File: src/rtl/load_store_controller_pkg.sv
// Shared definitions for the load/store controller: memory op codes, FSM states,
// byte-enable patterns and the small decode helpers used by the controller.
package load_store_controller_pkg;

    localparam int unsigned WORD_W = 32;
    localparam int unsigned BE_W   = 4;
    localparam int unsigned OP_W   = 4;

    typedef enum logic [1:0] {
        ST_IDLE     = 2'd0,
        ST_REQ      = 2'd1,
        ST_WAIT_RSP = 2'd2,
        ST_DONE     = 2'd3
    } lsc_state_e;

    // op[1:0] is the access size, op[2] selects zero-extension, op[3] marks a store
    typedef enum logic [OP_W-1:0] {
        OP_LB  = 4'd0,
        OP_LH  = 4'd1,
        OP_LW  = 4'd2,
        OP_LBU = 4'd4,
        OP_LHU = 4'd5,
        OP_SB  = 4'd8,
        OP_SH  = 4'd9,
        OP_SW  = 4'd10
    } mem_op_e;

    localparam logic [1:0] SIZE_BYTE = 2'd0;
    localparam logic [1:0] SIZE_HALF = 2'd1;
    localparam logic [1:0] SIZE_WORD = 2'd2;

    localparam logic [BE_W-1:0] BE_BYTE    = 4'b0001;
    localparam logic [BE_W-1:0] BE_HALF_LO = 4'b0011;
    localparam logic [BE_W-1:0] BE_HALF_HI = 4'b1100;
    localparam logic [BE_W-1:0] BE_WORD    = 4'b1111;

    // Per-transaction attributes held from accept until completion
    typedef struct packed {
        logic [OP_W-1:0] op;
        logic [1:0]      offset;
        logic            we;
    } lsc_op_t;

    function automatic logic op_is_legal(input logic [OP_W-1:0] op);
        logic legal;
        case (op)
            OP_LB, OP_LH, OP_LW, OP_LBU, OP_LHU,
            OP_SB, OP_SH, OP_SW: legal = 1'b1;
            default:             legal = 1'b0;
        endcase
        return legal;
    endfunction

    function automatic logic op_misaligned(input logic [OP_W-1:0] op, input logic [1:0] offset);
        logic mis;
        case (op[1:0])
            SIZE_HALF: mis = offset[0];
            SIZE_WORD: mis = (offset != 2'b00);
            default:   mis = 1'b0;
        endcase
        return mis;
    endfunction

    function automatic logic [BE_W-1:0] op_be(input logic [OP_W-1:0] op, input logic [1:0] offset);
        logic [BE_W-1:0] be;
        case (op[1:0])
            SIZE_BYTE: be = BE_BYTE << offset;
            SIZE_HALF: be = offset[1] ? BE_HALF_HI : BE_HALF_LO;
            default:   be = BE_WORD;
        endcase
        return be;
    endfunction

    function automatic logic [WORD_W-1:0] op_wdata(input logic [OP_W-1:0] op, input logic [WORD_W-1:0] wdata);
        logic [WORD_W-1:0] lanes;
        case (op[1:0])
            SIZE_BYTE: lanes = {4{wdata[7:0]}};
            SIZE_HALF: lanes = {2{wdata[15:0]}};
            default:   lanes = wdata;
        endcase
        return lanes;
    endfunction

endpackage

File: src/rtl/load_store_controller_if.sv
// Data-memory bus between the load/store controller (master) and the memory (slave).
interface load_store_controller_if
    import load_store_controller_pkg::*;
#(
    parameter int unsigned ADDR_W = 32,
    parameter int unsigned DATA_W = 32
);
    logic              dmem_req_o;
    logic              dmem_we_o;
    logic [ADDR_W-1:0] dmem_addr_o;
    logic [DATA_W-1:0] dmem_wdata_o;
    logic [BE_W-1:0]   dmem_be_o;
    logic              dmem_gnt_i;
    logic              dmem_rvalid_i;
    logic [DATA_W-1:0] dmem_rdata_i;
    logic              dmem_err_i;

    modport master (
        output dmem_req_o, dmem_we_o, dmem_addr_o, dmem_wdata_o, dmem_be_o,
        input  dmem_gnt_i, dmem_rvalid_i, dmem_rdata_i, dmem_err_i
    );

    modport slave (
        input  dmem_req_o, dmem_we_o, dmem_addr_o, dmem_wdata_o, dmem_be_o,
        output dmem_gnt_i, dmem_rvalid_i, dmem_rdata_i, dmem_err_i
    );
endinterface

File: src/rtl/load_store_controller_load_aligner.sv
// Moves the addressed byte/half of a bus word down to bit 0 and sign- or
// zero-extends it according to the load op.
module load_aligner
    import load_store_controller_pkg::*;
(
    input  logic [OP_W-1:0]   op_i,
    input  logic [1:0]        offset_i,
    input  logic [WORD_W-1:0] rdata_i,
    output logic [WORD_W-1:0] data_c_o
);

    logic [WORD_W-1:0] shifted;

    always_comb begin
        shifted  = rdata_i >> {offset_i, 3'b000};
        data_c_o = shifted;
        case (op_i)
            OP_LB:   data_c_o = {{24{shifted[7]}}, shifted[7:0]};
            OP_LBU:  data_c_o = {24'd0, shifted[7:0]};
            OP_LH:   data_c_o = {{16{shifted[15]}}, shifted[15:0]};
            OP_LHU:  data_c_o = {16'd0, shifted[15:0]};
            default: data_c_o = shifted;
        endcase
    end

endmodule

File: src/rtl/load_store_controller.sv
// Load/store unit bridging the memory pipeline step to a req/gnt/rvalid data bus,
// with alignment checking, lane steering, load extension and a bus timeout.
module load_store_controller
    import load_store_controller_pkg::*;
#(
    parameter int unsigned ADDR_W      = 32,
    parameter int unsigned DATA_W      = 32,
    parameter int unsigned TIMEOUT_CYC = 16
) (
    input  logic                clk_i,
    input  logic                rst_i,
    input  logic                enable_step_i,
    input  logic                mem_read_enable_i,
    input  logic                mem_write_enable_i,
    input  logic [OP_W-1:0]     memOp_i,
    input  logic [ADDR_W-1:0]   addr_i,
    input  logic [DATA_W-1:0]   wdata_i,
    output logic                busy_o,
    output logic                done_o,
    output logic [DATA_W-1:0]   rdata_o,
    output logic                misaligned_o,
    output logic                bus_error_o,
    load_store_controller_if.master dmem
);

    localparam int unsigned CNT_W = (TIMEOUT_CYC > 1) ? $clog2(TIMEOUT_CYC) : 1;
    localparam logic [CNT_W-1:0] CNT_LAST = CNT_W'(TIMEOUT_CYC - 1);

    lsc_state_e        state_q, state_d;
    logic [CNT_W-1:0]  cnt_q, cnt_d;
    lsc_op_t           op_q, op_d;
    logic              req_q, req_d;
    logic              we_q, we_d;
    logic [ADDR_W-1:0] addr_q, addr_d;
    logic [DATA_W-1:0] wdata_q, wdata_d;
    logic [BE_W-1:0]   be_q, be_d;
    logic              done_q, done_d;
    logic [DATA_W-1:0] rdata_q, rdata_d;
    logic              mis_q, mis_d;
    logic              berr_q, berr_d;

    logic              accept;
    logic              req_illegal;
    logic [WORD_W-1:0] load_data;

    assign accept      = enable_step_i && (mem_read_enable_i || mem_write_enable_i) && !rst_i;
    assign req_illegal = (mem_read_enable_i && mem_write_enable_i) || !op_is_legal(memOp_i);

    load_aligner u_load_aligner (
        .op_i     (op_q.op),
        .offset_i (op_q.offset),
        .rdata_i  (WORD_W'(dmem.dmem_rdata_i)),
        .data_c_o (load_data)
    );

    // Next-state and registered-output logic
    always_comb begin
        state_d = state_q;
        cnt_d   = cnt_q;
        op_d    = op_q;
        req_d   = req_q;
        we_d    = we_q;
        addr_d  = addr_q;
        wdata_d = wdata_q;
        be_d    = be_q;
        done_d  = 1'b0;
        rdata_d = '0;
        mis_d   = 1'b0;
        berr_d  = 1'b0;

        case (state_q)
            ST_IDLE: begin
                if (accept) begin
                    op_d.op     = memOp_i;
                    op_d.offset = addr_i[1:0];
                    op_d.we     = mem_write_enable_i;
                    we_d        = mem_write_enable_i;
                    addr_d      = {addr_i[ADDR_W-1:2], 2'b00};
                    be_d        = op_be(memOp_i, addr_i[1:0]);
                    wdata_d     = DATA_W'(op_wdata(memOp_i, WORD_W'(wdata_i)));
                    // Faulting requests complete immediately without touching the bus
                    if (req_illegal) begin
                        state_d = ST_DONE;
                        done_d  = 1'b1;
                        berr_d  = 1'b1;
                    end else if (op_misaligned(memOp_i, addr_i[1:0])) begin
                        state_d = ST_DONE;
                        done_d  = 1'b1;
                        mis_d   = 1'b1;
                    end else begin
                        state_d = ST_REQ;
                        req_d   = 1'b1;
                        cnt_d   = '0;
                    end
                end
            end
            ST_REQ: begin
                if (dmem.dmem_gnt_i) begin
                    state_d = ST_WAIT_RSP;
                    req_d   = 1'b0;
                    cnt_d   = '0;
                end else if (cnt_q == CNT_LAST) begin
                    state_d = ST_DONE;
                    req_d   = 1'b0;
                    done_d  = 1'b1;
                    berr_d  = 1'b1;
                end else begin
                    cnt_d = cnt_q + 1'b1;
                end
            end
            ST_WAIT_RSP: begin
                if (dmem.dmem_rvalid_i) begin
                    state_d = ST_DONE;
                    done_d  = 1'b1;
                    if (dmem.dmem_err_i) begin
                        berr_d = 1'b1;
                    end else if (!op_q.we) begin
                        rdata_d = DATA_W'(load_data);
                    end
                end else if (cnt_q == CNT_LAST) begin
                    state_d = ST_DONE;
                    done_d  = 1'b1;
                    berr_d  = 1'b1;
                end else begin
                    cnt_d = cnt_q + 1'b1;
                end
            end
            ST_DONE: begin
                state_d = ST_IDLE;
            end
            default: begin
                state_d = ST_IDLE;
                req_d   = 1'b0;
            end
        endcase
    end

    // State and output registers; reset abandons any transaction in flight
    always_ff @(posedge clk_i) begin
        if (rst_i) begin
            state_q <= ST_IDLE;
            cnt_q   <= '0;
            op_q    <= '0;
            req_q   <= 1'b0;
            we_q    <= 1'b0;
            addr_q  <= '0;
            wdata_q <= '0;
            be_q    <= '0;
            done_q  <= 1'b0;
            rdata_q <= '0;
            mis_q   <= 1'b0;
            berr_q  <= 1'b0;
        end else begin
            state_q <= state_d;
            cnt_q   <= cnt_d;
            op_q    <= op_d;
            req_q   <= req_d;
            we_q    <= we_d;
            addr_q  <= addr_d;
            wdata_q <= wdata_d;
            be_q    <= be_d;
            done_q  <= done_d;
            rdata_q <= rdata_d;
            mis_q   <= mis_d;
            berr_q  <= berr_d;
        end
    end

    // busy must cover the accept cycle itself so the pipeline stalls immediately
    assign busy_o = (state_q == ST_REQ) || (state_q == ST_WAIT_RSP) ||
                    ((state_q == ST_IDLE) && accept);

    assign done_o            = done_q;
    assign rdata_o           = rdata_q;
    assign misaligned_o      = mis_q;
    assign bus_error_o       = berr_q;
    assign dmem.dmem_req_o   = req_q;
    assign dmem.dmem_we_o    = we_q;
    assign dmem.dmem_addr_o  = addr_q;
    assign dmem.dmem_wdata_o = wdata_q;
    assign dmem.dmem_be_o    = be_q;

endmodule

File: src/flat_wrapper.sv
// flat-port wrapper written by rule: the top's interface ports become plain ports
module load_store_controller_flat import load_store_controller_pkg::*;
#(
    parameter int unsigned ADDR_W      = 32,
    parameter int unsigned DATA_W      = 32,
    parameter int unsigned TIMEOUT_CYC = 16
)
  (clk_i, rst_i, enable_step_i, mem_read_enable_i, mem_write_enable_i, memOp_i, addr_i, wdata_i, busy_o, done_o, rdata_o, misaligned_o, bus_error_o, dmem_dmem_req_o, dmem_dmem_we_o, dmem_dmem_addr_o, dmem_dmem_wdata_o, dmem_dmem_be_o, dmem_dmem_gnt_i, dmem_dmem_rvalid_i, dmem_dmem_rdata_i, dmem_dmem_err_i);
  load_store_controller_if #(.ADDR_W(ADDR_W), .DATA_W(DATA_W)) dmem_i ();
  input  logic clk_i;
  input  logic rst_i;
  input  logic enable_step_i;
  input  logic mem_read_enable_i;
  input  logic mem_write_enable_i;
  input  logic [OP_W-1:0] memOp_i;
  input  logic [ADDR_W-1:0] addr_i;
  input  logic [DATA_W-1:0] wdata_i;
  output logic busy_o;
  output logic done_o;
  output logic [DATA_W-1:0] rdata_o;
  output logic misaligned_o;
  output logic bus_error_o;
  output wire logic [$bits(dmem_i.dmem_req_o)-1:0] dmem_dmem_req_o;
  output wire logic [$bits(dmem_i.dmem_we_o)-1:0] dmem_dmem_we_o;
  output wire logic [$bits(dmem_i.dmem_addr_o)-1:0] dmem_dmem_addr_o;
  output wire logic [$bits(dmem_i.dmem_wdata_o)-1:0] dmem_dmem_wdata_o;
  output wire logic [$bits(dmem_i.dmem_be_o)-1:0] dmem_dmem_be_o;
  input wire logic [$bits(dmem_i.dmem_gnt_i)-1:0] dmem_dmem_gnt_i;
  input wire logic [$bits(dmem_i.dmem_rvalid_i)-1:0] dmem_dmem_rvalid_i;
  input wire logic [$bits(dmem_i.dmem_rdata_i)-1:0] dmem_dmem_rdata_i;
  input wire logic [$bits(dmem_i.dmem_err_i)-1:0] dmem_dmem_err_i;
  assign dmem_dmem_req_o = dmem_i.dmem_req_o;
  assign dmem_dmem_we_o = dmem_i.dmem_we_o;
  assign dmem_dmem_addr_o = dmem_i.dmem_addr_o;
  assign dmem_dmem_wdata_o = dmem_i.dmem_wdata_o;
  assign dmem_dmem_be_o = dmem_i.dmem_be_o;
  assign dmem_i.dmem_gnt_i = dmem_dmem_gnt_i;
  assign dmem_i.dmem_rvalid_i = dmem_dmem_rvalid_i;
  assign dmem_i.dmem_rdata_i = dmem_dmem_rdata_i;
  assign dmem_i.dmem_err_i = dmem_dmem_err_i;
  load_store_controller #(.ADDR_W(ADDR_W), .DATA_W(DATA_W), .TIMEOUT_CYC(TIMEOUT_CYC)) u_core (.clk_i(clk_i), .rst_i(rst_i), .enable_step_i(enable_step_i), .mem_read_enable_i(mem_read_enable_i), .mem_write_enable_i(mem_write_enable_i), .memOp_i(memOp_i), .addr_i(addr_i), .wdata_i(wdata_i), .busy_o(busy_o), .done_o(done_o), .rdata_o(rdata_o), .misaligned_o(misaligned_o), .bus_error_o(bus_error_o), .dmem(dmem_i));
endmodule
File: config.mk
export PLATFORM = sky130hd
export DESIGN_NAME = load_store_controller_flat
export DESIGN_NICKNAME = d
export VERILOG_FILES = /design/src/rtl/load_store_controller_pkg.sv /design/src/rtl/load_store_controller_if.sv /design/src/rtl/load_store_controller_load_aligner.sv /design/src/rtl/load_store_controller.sv /design/src/flat_wrapper.sv
export SDC_FILE = /design/constraint.sdc
export NUM_CORES = 1
export LEC_CHECK = 0
export ABC_AREA = 0
export CAP_MARGIN = 25
export CORE_ASPECT_RATIO = 1.2
export CORE_UTILIZATION = 38
export DETAILED_ROUTE_END_ITERATION = 8
export PLACE_DENSITY = 0.78
export SYNTH_ARGS = -nofsm -noshare
export SYNTH_HDL_FRONTEND = slang
export SYNTH_SLANG_ARGS = --single-unit
File: constraint.sdc
create_clock -name clk_i -period 1.7 [get_ports clk_i]
set_clock_uncertainty 0.05 [all_clocks]
set_input_delay 0.34 -clock clk_i [delete_from_list [all_inputs] [get_ports clk_i]]
set_output_delay 0.34 -clock clk_i [all_outputs]
set_load 0.01 [all_outputs]
==> metrics.txt <==
first-pass GRT wire length=26200 um; Max Cap Viol=0; Clk pin slew, worst setup/hold paths=50 ps; Initial DRC Count=310; initial antenna violation count=0; grt ovf=0; I/O pin cnt=214; Hold WS=191 ps; worst hold path type=primary input to flop; Cells after Synth=592; cts hold-fix bufs=0; adder-cell share of the synthesized area=0.0281; crit path cell chain=inv_2, ha_4, nor3b_4, or2_4, buf_6; Synth cell types=44; Worst R2R Setup Slack=-90 ps; Finished Cell Area=0.00881 sq mm; critical path type=flop to output pin; sequential power share=0.317; Die Y=126 um; max incr delay on CP=340 ps; Row Count=45; fin crit share=1.10; die span in x=106 um; RSZ-0062 raised after global routing=yes; EDFF count, synth=0; Final #Nets=964; CTS Buf Count=17; Top delay family on crit path=simple AND/OR/NAND/NOR gates; Async S/R FF share, synth=0; Pins Over Slew Limit=0; final worst slack=-163 ps; largest net degree at the start of global routing=70; Antenna Cells=0; ANT nets after route=0; synth top area cells=dfxtp_1, nand2_1, o21ai_0; vias in the first global route=5358; share of layout cells above drive strength 1=0.190; final setup fails=31; clock latency at the later pin of the worst-skew pair=410 ps; GRT met2 Usage=0.455; xor/xnor share of the synthesized area=0.00179; CP Launch Type=flop; Starting Density=0.388; Reg area=0.00231 sq mm; Int Power=7.32 mW; top cell type by total area after synthesis=dfxtp_1; crit path max fanout=2; DRC violations left=0; Synth warnings=0; switching share of total power=0.282; GR Util met1=0.258; htree depth=4; worst path required time=1310 ps; RePlAce Congestion=0.854; synth-to-layout area growth=79.8%; drt first pass iters=5; met3 global-route usage=0.0807; critical path data arrival time=1470 ps; slew at the pin closest to its max-slew limit=603 ps; PwrDens=1160 mW/mm^2; CP max stage cell=dfxtp_2; Place WS=-678 ps; mux cell area share after synthesis=0.0393; register area share after synthesis=0.470; Avg WL per Cell=18.6 um; Root Buffer=clkbuf_16; GRT busiest layer=met2; synthesized flop and latch total=115; CP Capture Type=output pin; Port Buffer Count=211; clock buffer depth=2; final wirelength=19000 um; area of placed instances=0.00738 sq mm; Mapped Avg Cell Area=8.27 sq um; Synth Area in Compound Gates=0.214; worst path bufs/invs=2; NetSw=2.87 mW; Mapped Area=0.00490 sq mm; area occupied by multi-input gates=0.00261 sq mm; failing checks=negative setup slack; Vias/cell=5.35; main combinational cell family by area after synthesis=compound AO/OA/AOI/OAI gates; Final Critical Period=1860 ps; Max Fclk=0.537 GHz; via count=5466; total die area=0.0133 sq mm; Comb power frac=0.294; headroom to the max-slew limit=0.598; CTS tree=done; Final HPWL DP=11500 um; most used flip-flop cell after synthesis=dfxtp_1; Fin. Hold Viols=0; Fillers=932; Clock power frac=0.388; global-route usage over all layers=0.250; status=finished with violations; Synth Area in Simple Gates=0.194; clock sinks=115; Core Box Area=0.0126 sq mm; top-area cell type share of the netlist area=0.470; static leakage=4.03 nW; peak supply drop=0.855 mV
[area by class of cell]
type	count	area share
repair buffers	277	0.339
multi-input cells	425	0.297
flip-flops and latches	115	0.262
clock buffers	22	0.0550
clock inverters	9	0.0199
inverters	9	0.00412
well taps	164	0.0233
[layout by cell type, fill, tap and decap left out, drive strengths merged, types with 2 or more instances in the layout]
cell type	netlist	final
buf	20	60
nor2	41	41
a211oi	34	34
ha	11	11
or3	3	3
clkdlybuf4s50	0	153
a22o	10	10
mux2i	17	17
o21ai	70	70
nor2b	9	9
conb	1	2
o211ai	3	3
nand3	6	6
nand2b	5	5
clkinv	0	2
dlymetal6s2s	0	43
nand2	139	139
nor3	5	5
a311oi	8	8
a21oi	42	42
inv	9	9
or2	3	3
clkinvlp	0	2
clkbuf	25	32
bufinv	0	5
or4	1	2
dfxtp	115	115
dlygate4sd2	0	11
mux2	2	2
[flip-flops by register name, summed over array words and instances (netlist names)]
register / cells
u_core.dmem.dmem_addr_o: 30
u_core.dmem.dmem_wdata_o: 32
u_core.dmem.dmem_be_o: 4
u_core.cnt_q: 4
u_core.misaligned_o: 1
u_core.dmem.dmem_req_o: 1
u_core.rdata_o: 32
u_core.done_o: 1
u_core.op_q: 7
u_core.bus_error_o: 1
u_core.state_q: 2
[metrics by stage]
step | util | cells | power [mW] | setup TNS, ps
global placement | 0.585 | 965 | 5.66 | -50380
finish | 0.698 | 1021 | 10.2 | -1230
detailed placement | 0.585 | 965 | 5.74 | -55740
floorplan | - | 593 | 4.41 | -35.7
global route | 0.698 | 1021 | 10.6 | -4020
CTS | 0.647 | 1001 | 9.82 | -1770
[cell families after synthesis]
logic type      Yosys count
xor+xnor                  1
compound gates          173
buf+inv                  54
simple gates            218
fa+ha+maj                11
other cells               1
flops                   115
mux                      19
[power by group through the flow]
stage | registers, mW | clock network, mW | logic (mW)
floorplan | 3.40 | 0 | 1.01
global placement | 3.26 | 0 | 2.40
detailed placement | 3.28 | 0 | 2.46
CTS | 3.23 | 3.99 | 2.61
global route | 3.26 | 4.14 | 3.20
finish | 3.23 | 3.96 | 3.00
[Yosys cell counts (all sizes together), types with 5 or more instances]
cell    count
a211oi     34
a21oi      42
a22o       10
a311oi      8
buf        20
clkbuf     25
dfxtp     115
ha         11
inv         9
mux2i      17
nand2     139
nand2b      5
nand3       6
nor2       41
nor2b       9
nor3        5
o21ai      70
[worst paths after layout]
| kind | startpoint | cells after the start | end |
|---|---|---|---|
| hold / removal | rst_i | 3 | u_core.op_q[2] |
| setup reg to reg | u_core.op_q[0] | 6 | u_core.rdata_o[16] |
| hold reg to reg | u_core.dmem.dmem_addr_o[8] | 2 | u_core.dmem.dmem_addr_o[8] |
| setup / recovery | u_core.state_q[1] | 5 | busy_o |
[repair_timing]
action,CTS,global route
pin swaps,7,36
endpoints found under the setup margin,104,110
setup buffers,2,6
gates resized for setup,39,107
cloned,3,14
[per-layer routing]
metal	part of all wire	vias up	routed length, um
met4	0.041	0	770
met1	0.36	2573	6920
met5	0	-	0
li1	-	2555	-
met3	0.080	60	1510
met2	0.51	278	9760
[tightest hold or removal path, delay by kind of cell]
kind / cells / cell delay, ps
buf+inv: 2 / 240
compound gates: 1 / 30
Power figures use the tool's default switching activity.
